===== src/rtl/alarm_pkg.sv =====
`default_nettype none
// ============================================================================
//  Module      : alarm_pkg
//  Description : Alarm state encodings and time-field widths shared by the
//                alarm sequencer, time-keeping and display units.
//  Revision    : 1.0  initial release
// ============================================================================
package alarm_pkg;

    localparam int HOUR_W = 5;
    localparam int MIN_W  = 6;
    localparam int SEC_W  = 6;

    typedef enum logic [1:0] {
        ST_IDLE    = 2'd0,
        ST_ARMED   = 2'd1,
        ST_RINGING = 2'd2,
        ST_SNOOZE  = 2'd3
    } alm_state_e;

endpackage
`default_nettype wire


===== src/rtl/tick_down_timer.sv =====
`default_nettype none
// ============================================================================
//  Module      : tick_down_timer
//  Description : Loadable seconds down-counter. Decrements on each tick,
//                holds at zero, and flags the tick that expires it.
//  Revision    : 1.0  initial release
// ============================================================================
module tick_down_timer #(
    parameter int TW = 4
) (
    input  logic          clk_i,
    input  logic          rst_i,
    input  logic [TW-1:0] load_val_i,
    input  logic          load_i,
    input  logic          tick_i,
    output logic          done_o
);

    logic [TW-1:0] cnt_q;

    // Expiry is the tick that takes the counter from 1 to 0.
    assign done_o = tick_i && (cnt_q == TW'(1));

    // Load has priority over counting; zero is held rather than wrapped.
    always_ff @(posedge clk_i) begin
        if (rst_i) begin
            cnt_q <= '0;
        end else if (load_i) begin
            cnt_q <= load_val_i;
        end else if (tick_i && (cnt_q != '0)) begin
            cnt_q <= cnt_q - TW'(1);
        end
    end

endmodule
`default_nettype wire


===== src/rtl/alarm_ctrl_unit.sv =====
`default_nettype none
// ============================================================================
//  Module      : alarm_ctrl_unit
//  Description : Alarm sequencer in front of the piezo driver. Matches the
//                running clock against the alarm time, rings, handles the
//                stop/snooze keys and auto-stops after a ring timeout.
//  Revision    : 1.0  initial release
// ============================================================================
module alarm_ctrl_unit
    import alarm_pkg::*;
#(
    parameter int RING_TIMEOUT_SEC = 60,
    parameter int SNOOZE_SEC       = 300,
    parameter int MAX_SNOOZE       = 3
) (
    input  logic              CLK,
    input  logic              RESET,
    input  logic              SEC_TICK,
    input  logic [HOUR_W-1:0] CUR_HOUR,
    input  logic [MIN_W-1:0]  CUR_MIN,
    input  logic [SEC_W-1:0]  CUR_SEC,
    input  logic [HOUR_W-1:0] ALM_HOUR,
    input  logic [MIN_W-1:0]  ALM_MIN,
    input  logic              ALARM_ON,
    input  logic              KEY_STOP,
    input  logic              KEY_SNOOZE,
    output logic              ALARM_ENABLE,
    output logic              ALARM_DOING,
    output logic              SNOOZE_ACTIVE,
    output logic [1:0]        ALM_STATE
);

    localparam int TMAX = (RING_TIMEOUT_SEC > SNOOZE_SEC) ? RING_TIMEOUT_SEC : SNOOZE_SEC;
    localparam int TW   = $clog2(TMAX + 1);
    localparam int CW   = (MAX_SNOOZE < 1) ? 1 : $clog2(MAX_SNOOZE + 1);

    localparam logic [TW-1:0] C_RING_LOAD   = TW'(RING_TIMEOUT_SEC);
    localparam logic [TW-1:0] C_SNOOZE_LOAD = TW'(SNOOZE_SEC);
    localparam logic [CW-1:0] C_MAX_SNOOZE  = CW'(MAX_SNOOZE);

    alm_state_e    state_q, state_d;
    logic [CW-1:0] snz_cnt_q, snz_cnt_d;
    logic          enable_q, doing_q, snooze_q;
    logic [1:0]    alm_state_q;

    logic          tmr_load, tmr_tick, tmr_done;
    logic [TW-1:0] tmr_val;
    logic          time_match;

    // Ring timeout and snooze never overlap, so one timer serves both.
    tick_down_timer #(
        .TW (TW)
    ) u_timer (
        .clk_i      (CLK),
        .rst_i      (RESET),
        .load_val_i (tmr_val),
        .load_i     (tmr_load),
        .tick_i     (tmr_tick),
        .done_o     (tmr_done)
    );

    assign time_match = (CUR_HOUR == ALM_HOUR) && (CUR_MIN == ALM_MIN) && (CUR_SEC == '0);

    // Next-state, snooze count and timer control; keys pre-empt the tick.
    always_comb begin
        state_d   = state_q;
        snz_cnt_d = snz_cnt_q;
        tmr_load  = 1'b0;
        tmr_val   = '0;
        tmr_tick  = 1'b0;
        if (!ALARM_ON) begin
            state_d   = ST_IDLE;
            snz_cnt_d = '0;
            tmr_load  = 1'b1;
        end else begin
            case (state_q)
                ST_IDLE: begin
                    state_d = ST_ARMED;
                end
                ST_ARMED: begin
                    if (SEC_TICK && time_match) begin
                        state_d   = ST_RINGING;
                        snz_cnt_d = '0;
                        tmr_load  = 1'b1;
                        tmr_val   = C_RING_LOAD;
                    end
                end
                ST_RINGING: begin
                    if (KEY_STOP) begin
                        state_d   = ST_ARMED;
                        snz_cnt_d = '0;
                    end else if (KEY_SNOOZE && (snz_cnt_q < C_MAX_SNOOZE)) begin
                        state_d   = ST_SNOOZE;
                        snz_cnt_d = snz_cnt_q + CW'(1);
                        tmr_load  = 1'b1;
                        tmr_val   = C_SNOOZE_LOAD;
                    end else if (SEC_TICK) begin
                        tmr_tick = 1'b1;
                        if (tmr_done) begin
                            state_d   = ST_ARMED;
                            snz_cnt_d = '0;
                        end
                    end
                end
                ST_SNOOZE: begin
                    if (KEY_STOP) begin
                        state_d   = ST_ARMED;
                        snz_cnt_d = '0;
                    end else if (SEC_TICK) begin
                        tmr_tick = 1'b1;
                        if (tmr_done) begin
                            state_d  = ST_RINGING;
                            tmr_load = 1'b1;
                            tmr_val  = C_RING_LOAD;
                        end
                    end
                end
                default: begin
                    state_d = ST_IDLE;
                end
            endcase
        end
    end

    // State, snooze count and outputs decoded from the next state.
    always_ff @(posedge CLK) begin
        if (RESET) begin
            state_q     <= ST_IDLE;
            snz_cnt_q   <= '0;
            enable_q    <= 1'b0;
            doing_q     <= 1'b0;
            snooze_q    <= 1'b0;
            alm_state_q <= 2'd0;
        end else begin
            state_q     <= state_d;
            snz_cnt_q   <= snz_cnt_d;
            enable_q    <= (state_d != ST_IDLE);
            doing_q     <= (state_d == ST_RINGING);
            snooze_q    <= (state_d == ST_SNOOZE);
            alm_state_q <= state_d;
        end
    end

    assign ALARM_ENABLE  = enable_q;
    assign ALARM_DOING   = doing_q;
    assign SNOOZE_ACTIVE = snooze_q;
    assign ALM_STATE     = alm_state_q;

endmodule
`default_nettype wire


===== config.mk =====
export PLATFORM = sky130hd
export DESIGN_NAME = alarm_ctrl_unit
export DESIGN_NICKNAME = d
export VERILOG_FILES = /design/src/rtl/alarm_pkg.sv /design/src/rtl/tick_down_timer.sv /design/src/rtl/alarm_ctrl_unit.sv
export SDC_FILE = /design/constraint.sdc
export NUM_CORES = 1
export LEC_CHECK = 0
export CORE_ASPECT_RATIO = 1.2
export CORE_MARGIN = 4
export CORE_UTILIZATION = 43
export DETAILED_ROUTE_END_ITERATION = 12
export PLACE_DENSITY = 0.78
export SETUP_SLACK_MARGIN = 0.4
export SLEW_MARGIN = 40
export SYNTH_ARGS = -nofsm -noshare
export SYNTH_HDL_FRONTEND = slang
export SYNTH_SLANG_ARGS = --single-unit

===== constraint.sdc =====
create_clock -name CLK -period 2.3 [get_ports CLK]
set_clock_uncertainty 0.1 [all_clocks]
set_input_delay 0.46 -clock CLK [delete_from_list [all_inputs] [get_ports CLK]]
set_output_delay 0.46 -clock CLK [all_outputs]
set_load 0.01 [all_outputs]

==> results of run 1 <==
-- power by group through the flow --
stage / clock (mW) / combinational, mW / sequential (mW)
floorplan: 0 / 0.0420 / 0.290
global placement: 0 / 0.117 / 0.290
detailed placement: 0 / 0.120 / 0.290
CTS: 0.192 / 0.126 / 0.284
global route: 0.209 / 0.142 / 0.284
finish: 0.190 / 0.134 / 0.283
-- cell families (layout without fill, tap and decap cells) --
kind of cell / Yosys count / count (layout) / synth area share, %
and+or+nand+nor: 48 / 48 / 32.2
adders and majority gates: 4 / 4 / 4.83
buffers and inverters: 7 / 68 / 2.90
xor gates and xnor gates: 17 / 17 / 14.4
AOI/OAI and AO/OA: 19 / 19 / 13.9
DFF: 16 / 16 / 30.9
muxes: 1 / 1 / 0.965
-- final timing paths --
| kind | startpoint | to | slack [ns] |
|---|---|---|---|
| worst max register to register | u_timer.cnt_q[0] | u_timer.cnt_q[1] | 0.44 |
| worst min-delay path | snz_cnt_q[1] | snz_cnt_q[1] | 0.42 |
| worst min register to register | snz_cnt_q[1] | snz_cnt_q[1] | 0.42 |
| worst max-delay path | CUR_MIN[5] | u_timer.cnt_q[1] | 0.30 |
-- state kept, by name, summed over array words and instances, names as in the netlist --
signal	cells
SNOOZE_ACTIVE	1
ALM_STATE	2
u_timer.cnt_q	9
ALARM_ENABLE	1
snz_cnt_q	2
ALARM_DOING	1
-- critical path: stages --
cell and delay (ns):
clkdlybuf4s50_1 0.51, xor2_1 0.24, nor3_1 0.08, and4_4 0.20
or3_4 0.40, a211oi_2 0.21
-- final cells by class --
type | instances | area [um2] | area share [%]
Clock buffer | 4 | 36.3 | 1.98
Sequential cell | 16 | 330 | 18.0
Multi-Input combinational cell | 89 | 846 | 46.1
Tap cell | 31 | 38.8 | 2.11
Timing Repair Buffer | 59 | 564 | 30.8
Inverter | 5 | 18.8 | 1.02
-- layout by cell type (no fill, tap or decap), types with 3 or more instances in the layout --
cell              n
dfxtp_1          10
buf_2             3
dfxtp_2           5
xor2_2            7
inv_1             3
a21oi_1           5
nor2_1           13
buf_6             3
buf_4            18
clkbuf_4          3
nand2_1           6
nor4_4            3
clkdlybuf4s50_1  19
dlymetal6s2s_1   13
xor2_1            9
-- per-layer routing --
metal / GRT usage [%] / vias up
li1: - / 524
met1: 20.8 / 558
met2: 40.2 / 55
met3: 5.97 / 14
met4: 11.7 / 0
met5: 0 / -
-- through the flow --
step                utilization [%]  cells  instance area (um2)  hold WS [ns]  power, mW
global route                   79.5    204                 1830         0.429      0.634
detailed placement             65.5    187                 1510         0.356      0.410
floorplan                         -    112                 1050         0.328      0.332
finish                         79.5    204                 1830         0.415      0.607
global placement               65.5    187                 1510         0.345      0.406
CTS                            70.5    194                 1630         0.371      0.602
-- timing repair --
item | 4_1_cts | 5_1_grt
pin swaps | 7 | 22
cloned | 1 | 0
resized for setup | 25 | 37
setup endpoints to repair | 17 | 14
hold buffers | 0 | 0
setup buffers | 2 | 10
==> out/qor.yml, run 1 <==
status:
  status: "finished clean"
synthesis:
  ys_async_sr_fraction_pct: 0
  syn-num-nets: 150
  synth_top_cell_area_share_pct: 30.9
  synth.lib_cells_used.distinct: 43
  synth_area_leaders: "dfxtp_1, xor2_1, ha_1, nor2_1, nor4_4"
  synthCells: 112
  ys_warn_count: 0
  yosys_register_bits: 16
  synth_edf_count: 0
  avgSynthCellArea_um2: 9.26
  yosysTopAreaCell: "dfxtp_1"
  yosysSeqAreaShare_pct: 30.9
  syn_area_um2: 1040
  synthTopCellsByCount: "dfxtp_1, xor2_1, nor2_1"
  synthFlopType: "dfxtp_1"
power:
  power_density_nw_per_um2: 331
  power.share.clock_pct: 31.3
  combPwrFrac_pct: 22.0
  switching_power_mw: 0.155
  switching_share_pct: 25.4
  ir_worst_vdd_v: 0.000403
  pwr-share-seq_pct: 46.6
  p_int_mw: 0.453
  p_leak_nw: 0.838
route:
  viasPerCell: 5.64
  drtIter0Drc: 28
  drt.antenna.violating_nets: 0
  routed_wl_um: 3700
  wl_met3_um: 340
  drcViolationCount: 0
  route.detailed.wl_per_inst_um: 18.1
  met1Wirelength_um: 1300
  first_pass_iters: 4
  vias: 1151
  route.met2.wl_um: 1890
  maxUsedRoutingLayer: "met4"
cts:
  cts_sinks: 16
  clk_pin_slew_ns: 0.10
  cts_max_level: 1
  numCtsBuffers: 3
  root_buffer: "clkbuf_4"
  tritoncts: "done"
  cts_buffer_depth: 2
  clk_latency_ns: 0.29
grt:
  grt_pass1_vias: 1138
  gr-total-overflow: 0
  grtUsageTotal_pct: 21.3
  grt_max_degree: 10
  antenna_found_initial: 0
  grt_pass1_wl_um: 5060
floorplanning:
  coreArea_um2: 2310
  rows: 19
  die_w_um: 52.8
  io_pins: 39
  die_h_um: 61.8
  die_area_um2: 3270
  start_util_pct: 45.0
worst_setup_path:
  critical_path_required_ns: 2.41
  crit_path_max_fanout: 4
  cp-end-kind: "register"
  crit_path_start_kind: "primary input"
  crit_type: "primary input to register"
  crit_arrival_ns: 2.11
  r2r_cells: 7
timing:
  worst_slew_pin_slew_ns: 0.327
  fmax_ghz: 0.500
  slew_violations: 0
  worst_slack_ns: 0.302
  hold_violations: 0
  rsz0062_at_grt: "true"
  setup_viol: 0
  finalCritPeriodShare_pct: 86.9
  tns_ns: 0
  max_slew_margin_pct: 78.1
  min_period_ns: 2.00
place:
  pre_cts_slack_ns: -0.147
  hpwl_um: 2340
  place.port_buffers: 38
  place.gp.congestion: 0.758
hold_path:
  hp-class: "register to register"
  holdPathStages: 2
layout:
  area_growth_pct: 76.8
  post_route_cells_drive_above_1_share_pct: 38.7
  num-nets-final: 212
  num_antenna_cells: 0
  nFillCells: 135
flow_run:
  max_cap_violations: 0
Power figures use the tool's default switching activity.
==> run 2: changes to the inputs <==
- CTS_CLUSTER_DIAMETER: not set -> 100
==> results of run 2 <==
Same layout as run 1: the final DEF is identical, and so are final timing and power.
==> edit 1: new RTL, config.mk and constraints of run 2 <==
The output `ALM_STATE` loses its register stage (`alm_state_q` becomes a continuous assignment).
--- a/src/rtl/alarm_ctrl_unit.sv
+++ b/src/rtl/alarm_ctrl_unit.sv
@@ -130,16 +130,16 @@
             enable_q    <= 1'b0;
             doing_q     <= 1'b0;
             snooze_q    <= 1'b0;
-            alm_state_q <= 2'd0;
         end else begin
             state_q     <= state_d;
             snz_cnt_q   <= snz_cnt_d;
             enable_q    <= (state_d != ST_IDLE);
             doing_q     <= (state_d == ST_RINGING);
             snooze_q    <= (state_d == ST_SNOOZE);
-            alm_state_q <= state_d;
         end
     end
+
+    assign alm_state_q = state_d;
 
     assign ALARM_ENABLE  = enable_q;
     assign ALARM_DOING   = doing_q;
Behaviour: not the same (Yosys sat finds a counterexample within 4 cycles, from zero or initial values and one cycle with RESET high).
==> edit 1 against run 2 <==
The flow now stops in global routing. Synthesized area up 2.8%.
==> edit 1: results (changes against run 2) <==
synth_common_cells: "16 x dfxtp_1, 11 x xnor2_1, 7 x nand3_1, 7 x nor4_1, 7 x xor2_1"
syn-num-nets: 157  # +4.7%
ys_seq_area_share_pct: 30.0  # -0.83 points
clock_path_buffers: 2  # unchanged
synth_flop_cell: "dfxtp_1"
ys_top_cells_by_area: "dfxtp_1 30%, xnor2_1 9.0%, xor2_1 5.8%"
port_buffers: 38  # unchanged
worst-ep-kind: "output port"
yosysWarnings: 0  # unchanged
htreeDepth: 1  # unchanged
clockRootBuffer: "clkbuf_4"
grt_max_degree: 10
synthArstFlopShare_pct: 0  # unchanged
outcome: "did not finish"
haltStage: "global routing"
dp_hpwl_mm: 2.60  # +11%
tool.error: "[ERROR DPL-0038] Utilization greater than 100%, impossible to legalize"
postGrtWorstEndpoint: "ALM_STATE[1]"
numCtsBuffers: 3  # unchanged
ys_ff_latch: 16  # unchanged
gp_congestion: 0.931  # +23%
ys_types: 42  # -2.3%
[edit 1: cell count changes after synthesis, moves of 4 or more]
cell and change:
a21oi_1 -5, a31oi_1 +5, nand3_1 +5, nand4_1 +4, nor2_1 -7, nor4_1 +6
xnor2_1 +10, xor2_1 -9
[edit 1: through the flow]
stage          setup TNS [ps]  std cells  cell area [µm²]  worst slack, ps  hold WS, ps
2_1_floorplan               0        119             1110              324          346
3_3_place_gp            -1910        218             1750             -649          353
3_5_place_dp            -2250        218             1750             -708          380
4_1_cts                  -146        242             2090            -92.1          379
[edit 1: timing repair]
item	CTS
endpoints found under the setup margin	17
gates resized for setup	87
pin swaps	31
setup buffers	20
[edit 1: kinds of logic after synthesis]
| group | Yosys count | synth area share [%] |
|---|---|---|
| DFF | 16 | 30.0 |
| buffers and inverters | 8 | 3.17 |
| and+or+nand+nor | 55 | 33.1 |
| adders and majority gates | 4 | 4.70 |
| xor gates and xnor gates | 18 | 14.8 |
| AOI/OAI and AO/OA | 18 | 14.2 |
==> edit 2: new RTL, config.mk and constraints of run 2 <==
Made on the original files. Set the parameter `MAX_SNOOZE` to 6 (it was 3).
--- a/src/rtl/alarm_ctrl_unit.sv
+++ b/src/rtl/alarm_ctrl_unit.sv
@@ -11,7 +11,7 @@
 #(
     parameter int RING_TIMEOUT_SEC = 60,
     parameter int SNOOZE_SEC       = 300,
-    parameter int MAX_SNOOZE       = 3
+    parameter int MAX_SNOOZE       = 6
 ) (
     input  logic              CLK,
     input  logic              RESET,
Behaviour: same outputs for any inputs over 10 cycles, from zero or initial values and one cycle with RESET high; that may be too few to reach the edited logic, so the function may still have changed.
==> edit 2 against run 2 <==
Synthesized area grew 1.6%. Critical path depth grew 1. Setup slack better by 81 ps. Final area fell by 12%. Sequential cell count grew 1. Wire length fell by 12%. Total power down 6.1%. Sequential share of layout area grew 3.2 points. Critical path type unchanged.
==> edit 2: results (changes against run 2) <==
ys_seq_area_share_pct: 32.3  # +1.4 points
grt_max_degree: 11  # +1
grt_use_total_pct: 18.7  # -2.6 points
crit_arrival_ps: 2010  # -100 ps
clock_latency_ps: 300
ys_types: 39  # -9.3%
synth_common_cells: "17 x dfxtp_1, 14 x xnor2_1, 8 x nand4_1"
wl_per_cell_um: 16.6  # -8.3%
leakage_nw: 0.658  # -21%
yosysWarnings: 0  # unchanged
hp-class: "reg2reg"
largest_reg_flops: 9  # unchanged
rr_worst_depth: 6  # -1
critPathMaxFanout: 7  # +3
ys_top_cells_by_area: "dfxtp_1 32%, xnor2_1 12%, ha_1 4.8%"
place_ws_ps: 33.6  # +180 ps
numCtsBuffers: 3  # unchanged
num-fill-cells: 190  # +41%
fin_nets: 203  # -4.2%
p_sw_share_pct: 24.0  # -1.4 points
min_from: "snz_cnt_q[0]$_SDFFE_PP0P_"
grt_pass1_vias: 1106  # -2.8%
drtPass1Iterations: 4  # unchanged
timing.rr.end: "u_timer.cnt_q[6]$_SDFFE_PP0P_"
regMostFlops: "u_timer.cnt_q"
path_clk_slew_ps: 110
drive_gt1_share_pct: 17.1  # -22 points
outcome: "finished, final reports clean"
num_vias: 1093  # -5.0%
slowest_stage: "clkdlybuf4s50_1"
clock_path_buffers: 2  # unchanged
num_antenna_cells: 0  # unchanged
syn-num-nets: 152  # +1.3%
holdPathStages: 2  # unchanged
reg2reg_slack_ps: 490  # +50 ps
port_buffers: 38  # unchanged
min_delay_worst_endpoint: "snz_cnt_q[0]$_SDFFE_PP0P_"
grt_pass1_wl_mm: 4.81  # -4.9%
ir_worst_vdd_v: 0.000343  # -15%
dp_hpwl_mm: 2.41  # +3.2%
synthArstFlopShare_pct: 0  # unchanged
critPathKind: "in2reg"
relSlewSlack_pct: 73.2  # -4.9 points
r2r-start: "u_timer.cnt_q[3]$_SDFFE_PP0P_"
drtIter0Drc: 17  # -39%
htreeDepth: 1  # unchanged
antenna_found_initial: 0  # unchanged
cp_slowest_stage_delay_ps: 440  # -70 ps
gp_congestion: 0.820  # +8.2%
clockRootBuffer: "clkbuf_4"
edit 2: changes by cell type in the layout (fill, tap and decap cells not counted), sizes merged, moves of 4 or more:
cell and delta:
buf -15, xnor2 +13, xor2 -12, clkdlybuf4s50 +11
dlymetal6s2s -8, nor2 -7, and3 +6, nand4 +6
nand3 +4
edit 2: final cells by class:
class	instances	area (µm²)	area share (%)
Multi-Input combinational cell	91	724	44.9
Timing Repair Buffer	47	460	28.5
Sequential cell	17	343	21.3
Tap cell	31	38.8	2.40
Clock buffer	3	22.5	1.40
Inverter	5	18.8	1.16
Clock inverter	1	5.00	0.310
edit 2: how the worst max path moves through the flow:
stage / from / endpoint / slack (ps) / cells after the start
2_1_floorplan: KEY_SNOOZE / u_timer.cnt_q[0]$_SDFFE_PP0P_ / 500 / 5
4_1_cts: CUR_HOUR[1] / u_timer.cnt_q[6]$_SDFFE_PP0P_ / 400 / 7
3_5_place_dp: ALARM_ON / u_timer.cnt_q[4]$_SDFFE_PP0P_ / 30 / 6
3_3_place_gp: CUR_SEC[1] / u_timer.cnt_q[0]$_SDFFE_PP0P_ / 80 / 7
6_report: CUR_MIN[2] / u_timer.cnt_q[6]$_SDFFE_PP0P_ / 380 / 7
5_1_grt: CUR_MIN[2] / snz_cnt_q[2]$_SDFFE_PP0P_ / 300 / 7
edit 2: critical path: cells and delay by family:
family / cells / cell delay [ps]
XOR/XNOR: 1 / 210
buffers and inverters: 2 / 610
AND/OR/NAND/NOR: 4 / 730
edit 2: layer usage:
layer  track usage (%)  routed length, µm
met1              18.1               1190
met2              34.9               1620
met3              6.22                342
met4              6.39                 85
met5                 0                  0
edit 2: repair_timing:
item                       4_1_cts  5_1_grt
setup buffers                    0        2
gates resized for setup          8       14
setup endpoints to repair       15       16
pin swaps                        6       16
hold buffers                     0        0
edit 2: kinds of logic (layout without fill, tap and decap cells):
logic type      Yosys count  after routing  share of synthesized area, %
simple gates             48             48                          31.0
compound gates           21             21                          14.8
xor+xnor                 18             18                          15.0
flops                    17             17                          32.3
buf+inv                   6             56                          2.14
fa+ha+maj                 4              4                          4.75
edit 2: stage by stage:
step | area (µm²) | hold slack (ps) | std cells | utilization (%)
2_1_floorplan | 1050 | 343 | 114 | -
3_3_place_gp | 1520 | 355 | 189 | 66.0
3_5_place_dp | 1520 | 373 | 189 | 66.0
4_1_cts | 1560 | 390 | 193 | 67.5
5_1_grt | 1610 | 444 | 195 | 69.9
6_report | 1610 | 393 | 195 | 69.9
edit 2: power groups by stage:
stage               Sequential [W]  Clock [W]  Combinational [W]
global placement          0.000305          0           0.000104
global route              0.000299   0.000173           0.000116
detailed placement        0.000305          0           0.000107
finish                    0.000298   0.000163           0.000109
CTS                       0.000298   0.000167           0.000107
floorplan                 0.000305          0          0.0000310
